<file path="src/rtl/noise_pkg.sv">
// noise_pkg: shared state encoding, channel count, default seeds and round-robin search for noise_sched
package noise_pkg;
  localparam int NCH = 3;
  localparam logic [11:0] SEED0_DEF = 12'hACE;
  localparam logic [11:0] SEED1_DEF = 12'h5A3;
  localparam logic [11:0] SEED2_DEF = 12'h1F7;
  typedef enum logic [2:0] {S_IDLE, S_SEED0, S_SEED1, S_SEED2, S_RUN, S_STEP, S_CAPT} state_e;
  typedef struct packed {
    logic       found;
    logic [1:0] grant;
  } rr_t;
  function automatic rr_t rr_next(input logic [1:0] last, input logic [NCH-1:0] en);
    rr_t r;
    logic [1:0] c;
    r = '0;
    for (int i = 1; i <= NCH; i++) begin
      c = 2'((int'(last) + i) % NCH);
      if (!r.found && en[c]) begin
        r.found = 1'b1;
        r.grant = c;
      end
    end
    return r;
  endfunction
endpackage

</file>
<file path="src/rtl/noise_sched_tick_gen.sv">
// tick_gen: free-running prescaler, tick high on count DIV-1 (clk, rst, clr in; tick out)
module tick_gen #(
  parameter int DIV = 500
) (
  input  logic clk,
  input  logic rst,
  input  logic clr,
  output logic tick
);
  localparam int CW = $clog2(DIV);
  localparam logic [CW-1:0] TOP = CW'(DIV - 1);
  logic [CW-1:0] cnt_q, cnt_d;
  always_comb begin
    tick  = cnt_q == TOP;
    cnt_d = (clr || tick) ? '0 : cnt_q + 1'b1;
  end
  always_ff @(posedge clk or posedge rst)
    if (rst) cnt_q <= '0;
    else cnt_q <= cnt_d;
endmodule

</file>
<file path="src/rtl/noise_sched.sv">
// noise_sched: seeds three external LFSRs then steps them round-robin at the tick rate, muxing samples onto out
module noise_sched
  import noise_pkg::*;
#(
  parameter int             W     = 12,
  parameter int             DIV   = 500,
  parameter logic [W-1:0]   SEED0 = W'(SEED0_DEF),
  parameter logic [W-1:0]   SEED1 = W'(SEED1_DEF),
  parameter logic [W-1:0]   SEED2 = W'(SEED2_DEF)
) (
  input  logic           clk,
  input  logic           rst,
  input  logic           start,
  input  logic           stop,
  input  logic [NCH-1:0] ch_en,
  input  logic [W-1:0]   sample0,
  input  logic [W-1:0]   sample1,
  input  logic [W-1:0]   sample2,
  output logic [W-1:0]   seed,
  output logic [NCH-1:0] seed_load,
  output logic [NCH-1:0] step,
  output logic [W-1:0]   out,
  output logic [1:0]     ch_sel,
  output logic           out_valid,
  output logic           busy
);
  state_e state_q, state_d;
  logic [1:0] last_q, last_d, ch_sel_q, ch_sel_d;
  logic [W-1:0] seed_q, seed_d, out_q, out_d;
  logic [NCH-1:0] seed_load_q, seed_load_d, step_q, step_d;
  logic out_valid_q, out_valid_d, busy_q, busy_d;
  logic tick, cap;
  rr_t rr;
  tick_gen #(.DIV(DIV)) u_tick (
    .clk (clk),
    .rst (rst),
    .clr (state_q == S_SEED2),
    .tick(tick)
  );
  always_comb begin
    rr      = rr_next(last_q, ch_en);
    state_d = state_q;
    last_d  = last_q;
    if (stop && state_q != S_IDLE) state_d = S_IDLE;
    else
      case (state_q)
        S_IDLE:  state_d = (start && !stop) ? S_SEED0 : S_IDLE;
        S_SEED0: state_d = S_SEED1;
        S_SEED1: state_d = S_SEED2;
        S_SEED2: state_d = S_RUN;
        S_RUN:
          if (tick && rr.found) begin
            state_d = S_STEP;
            last_d  = rr.grant;
          end
        S_STEP:  state_d = S_CAPT;
        S_CAPT:  state_d = S_RUN;
        default: state_d = S_IDLE;
      endcase
    seed_load_d = state_d == S_SEED0 ? 3'b001 : state_d == S_SEED1 ? 3'b010 :
                  state_d == S_SEED2 ? 3'b100 : 3'b000;
    seed_d      = state_d == S_SEED0 ? SEED0 : state_d == S_SEED1 ? SEED1 :
                  state_d == S_SEED2 ? SEED2 : '0;
    step_d      = state_d == S_STEP ? 3'b001 << last_d : 3'b000;
    cap         = state_q == S_CAPT && state_d == S_RUN;
    out_d       = !cap ? out_q : last_q == 2'd0 ? sample0 : last_q == 2'd1 ? sample1 : sample2;
    ch_sel_d    = cap ? last_q : ch_sel_q;
    out_valid_d = cap;
    busy_d      = state_d != S_IDLE;
  end
  always_ff @(posedge clk or posedge rst)
    if (rst) begin
      state_q     <= S_IDLE;
      last_q      <= 2'd2;
      seed_q      <= '0;
      seed_load_q <= '0;
      step_q      <= '0;
      out_q       <= '0;
      ch_sel_q    <= '0;
      out_valid_q <= 1'b0;
      busy_q      <= 1'b0;
    end else begin
      state_q     <= state_d;
      last_q      <= last_d;
      seed_q      <= seed_d;
      seed_load_q <= seed_load_d;
      step_q      <= step_d;
      out_q       <= out_d;
      ch_sel_q    <= ch_sel_d;
      out_valid_q <= out_valid_d;
      busy_q      <= busy_d;
    end
  assign seed      = seed_q;
  assign seed_load = seed_load_q;
  assign step      = step_q;
  assign out       = out_q;
  assign ch_sel    = ch_sel_q;
  assign out_valid = out_valid_q;
  assign busy      = busy_q;
endmodule

</file>
<file path="config.mk">
export PLATFORM = sky130hd
export DESIGN_NAME = noise_sched
export DESIGN_NICKNAME = d
export VERILOG_FILES = /design/src/rtl/noise_pkg.sv /design/src/rtl/noise_sched_tick_gen.sv /design/src/rtl/noise_sched.sv
export SDC_FILE = /design/constraint.sdc
export NUM_CORES = 1
export LEC_CHECK = 0
export ABC_AREA = 1
export CAP_MARGIN = 20
export CORE_MARGIN = 3
export CORE_UTILIZATION = 25
export CTS_BUF_LIST = sky130_fd_sc_hd__clkbuf_4 sky130_fd_sc_hd__clkbuf_8
export CTS_CLUSTER_SIZE = 30
export DETAILED_ROUTE_END_ITERATION = 6
export GPL_TIMING_DRIVEN = 0
export PLACE_DENSITY_LB_ADDON = 0.12
export SETUP_SLACK_MARGIN = 0.2
export SYNTH_ARGS = -nofsm -noshare
export SYNTH_HDL_FRONTEND = slang
export SYNTH_SLANG_ARGS = --single-unit
</file>
<file path="constraint.sdc">
create_clock -name clk -period 2.6 [get_ports clk]
set_input_delay 0.78 -clock clk [delete_from_list [all_inputs] [get_ports clk]]
set_output_delay 0.78 -clock clk [all_outputs]
set_load 0.01 [all_outputs]
</file>
==> flow_summary.json <==
{
  "status": "finished, final reports clean",
  "ant_nets": 0,
  "hold_depth": 1,
  "tns_ns": 0,
  "synth_top_cell_by_area": "dfrtp_1",
  "synth.distinct_cells": 31,
  "clockPowerShare": 0.220,
  "criticalPathCategory": "reg -> out",
  "vias_per_cell": 4.27,
  "io_pins": 77,
  "core_sq_um": 7930,
  "grt_pass1_vias": 1810,
  "worst_r2r_path_depth": 11,
  "p_sw_frac": 0.330,
  "fp.dieArea_sq_um": 9530,
  "wl_per_cell_um": 12.1,
  "clkLatencyLatePin_ns": 0.29,
  "synth-seq-area-share": 0.466,
  "path_clk_slew_ns": 0.08,
  "synth_top_family_by_area": "simple AND/OR/NAND/NOR gates",
  "ff2ff_setup_slack_ns": 0.56,
  "fin_crit_sh": 0.809,
  "synth-xor-area-share": 0,
  "synth_top_area_share": 0.453,
  "hold-path-endpoint": "u_tick.cnt_q[0]",
  "dp_slack_ns": 0.259,
  "std_cell_rows": 32,
  "totalWireLength_um": 5440,
  "timing.final.ws_setup_ns": 0.497,
  "period_needed_ns": 2.10,
  "vias": 1911,
  "synth_compound_area_frac": 0.145,
  "num-fill-cells": 821,
  "port_buffers": 76,
  "cts_num_sinks": 39,
  "grt_pass1_wl_um": 8890,
  "endpoint_kind": "primary output",
  "yosys.area_share.adder": 0.0358,
  "fmax_mhz": 476,
  "regArea_sq_um": 977,
  "grt_max_degree": 40,
  "synthMuxAreaShare": 0,
  "slew_violations": 0,
  "hold_viol": 0,
  "cts_resized": 0,
  "synth_nets": 311,
  "die_w_um": 97.6,
  "rsz0062_at_grt": "false",
  "antenna_found_initial": 0,
  "power_density_nw_per_um2": 741,
  "grtUsageTotal": 0.114,
  "tightest_slew_ns": 0.800,
  "synth-simple-area-share": 0.258,
  "power.static_leakage_uw": 0.00141,
  "reg2reg_to": "busy",
  "drive_above_1_share": 0.133,
  "yosysWarnings": 0,
  "numCtsBuffers": 5,
  "crit_path_max_fanout": 4,
  "final_cells": 448,
  "cp.required_ns": 1.82,
  "cts_buffer_depth": 2,
  "cts_tree": "yes",
  "p_switching_uw": 758,
  "start_util": 0.265,
  "h-tree-depth": 2,
  "drtIter0Drc": 104,
  "start_kind": "flop",
  "ctsHoldBuffers": 0,
  "seq_power_share": 0.388,
  "skew_ns": 0.00574,
  "gp_congestion": 0.832,
  "diodes": 0,
  "netlist_instances": 262,
  "final_core_util": 0.391,
  "die_h_um": 97.6,
  "min_path_type": "reg -> reg",
  "hold_path_startpoint": "u_tick.cnt_q[0]",
  "areaGrowthSynthToFinish_pct": 47.7,
  "power.internal_uw": 1540,
  "nets": 394,
  "relSlewSlack": 0.466,
  "synth_area_leaders": "dfrtp_1 45%, nand2_1 12%, a21oi_1 6.9%",
  "r2r_start": "last_q[1]",
  "dr.pass1.iters": 4,
  "multi_input_area_sq_um": 921,
  "syn_area_sq_um": 2100,
  "clk_root_buffer_cell": "clkbuf_8",
  "maxCapViolCount": 0,
  "finalSetupViolations": 0,
  "vdd_drop_max_mv": 0.476,
  "combPwrFrac": 0.392,
  "drc_errors": 0,
  "dp.cells": 440,
  "synth.avg_cell_area_sq_um": 8.01,
  "grt.overflow.total": 0,
  "arrival_ns": 1.32,
  "hpwl_um": 4160,
  "synth.ff_latch_count": 39,
  "cts_setup_buffers": 0
}
[layer usage]
| layer | routed length (um) | track usage |
|---|---|---|
| met1 | 2720 | 0.166 |
| met2 | 2350 | 0.167 |
| met3 | 309 | 0.0273 |
| met4 | 66 | 0.0383 |
| met5 | 0 | 0 |
[cell type report]
class                      count  area share
clock buffer                   5      0.0222
multi-input combinational    180       0.297
tap                          102      0.0412
buffer                        16      0.0319
inverter                      27      0.0327
timing repair buffer          76       0.245
clock inverter                 3      0.0141
sequential                    39       0.315
[how the worst max path moves through the flow]
stage                     slack [ns]  depth (start not counted)    startpoint       to
after floorplan                 0.80                         11     last_q[1]     busy
after global placement          0.04                          2           rst  step[1]
after detailed placement        0.26                         10      ch_en[2]  step[0]
after CTS                       0.47                          2  seed_load[0]  seed[9]
after global routing            0.36                         11     last_q[1]  step[0]
final                           0.50                          2  seed_load[0]  seed[9]
[cell usage after synthesis]
library cell / instances
dfrtp_1: 38
a21boi_1: 1
o21ai_0: 8
inv_1: 21
nor2_1: 18
a21oi_2: 1
ha_1: 6
nand3_1: 11
buf_4: 9
o21bai_1: 1
a21oi_1: 29
nand4_1: 1
o21ai_1: 10
nor3b_1: 4
o22ai_2: 1
and3_1: 1
clkbuf_1: 3
nand3_2: 3
nand2_1: 67
nor3_2: 1
o211ai_1: 1
inv_2: 5
nand3b_1: 1
a21oi_4: 1
clkinv_1: 1
nor3_1: 3
o21ai_2: 1
dfstp_2: 1
nand2_2: 7
buf_2: 4
nor2_2: 3
[worst max-delay path, stage by stage, from the launching register on]
cell	delay (ns)
dfrtp_1	0.39
buf_4	0.12
clkdlybuf4s50_1	0.52
[power by group through the flow]
stage               logic [uW]  registers (uW)  clock network, uW
detailed placement         906             903                  0
global placement           900             903                  0
floorplan                  465             929                  0
finish                     900             891                506
CTS                        914             892                525
global route              1000             916                548
[flip-flops by register name (all words and copies together) (netlist names), 2 cells and up]
signal	count
ch_sel	2
state_q	3
step	3
last_q	2
seed	4
u_tick.cnt_q	9
out	12
seed_load	2
[metrics by stage]
step           area (sq um)  hold slack (ns)  total power (uW)
3_5_place_dp           2990            0.462              1810
3_3_place_gp           2990            0.452              1800
2_1_floorplan          2100            0.432              1390
4_1_cts                3100            0.473              2330
5_1_grt                3100            0.495              2470
6_report               3100            0.476              2300
[kinds of logic (layout without fill, tap and decap cells)]
| kind of cell | count (synthesis) | in the layout |
|---|---|---|
| flip-flops | 39 | 39 |
| AND/OR/NAND/NOR | 120 | 120 |
| AO/OA/AOI/OAI | 54 | 54 |
| buffers and inverters | 43 | 127 |
| adder cells (fa/ha/maj) | 6 | 6 |
[layout by cell type, fill, tap and decap left out, types with 3 or more instances in the layout]
master and instances:
nor3_1 3, nor3b_1 4, nand2_2 7, dfrtp_1 38, nand3_1 11, buf_2 4, nand3_2 3, a21oi_1 29
o21ai_1 10, buf_4 9, clkdlybuf4s50_1 76, nor2_2 3, ha_1 6, inv_1 20, o21ai_0 8, inv_2 6
nand2_1 67, clkbuf_8 5, nor2_1 18, clkbuf_1 3
Power figures use the tool's default switching activity.
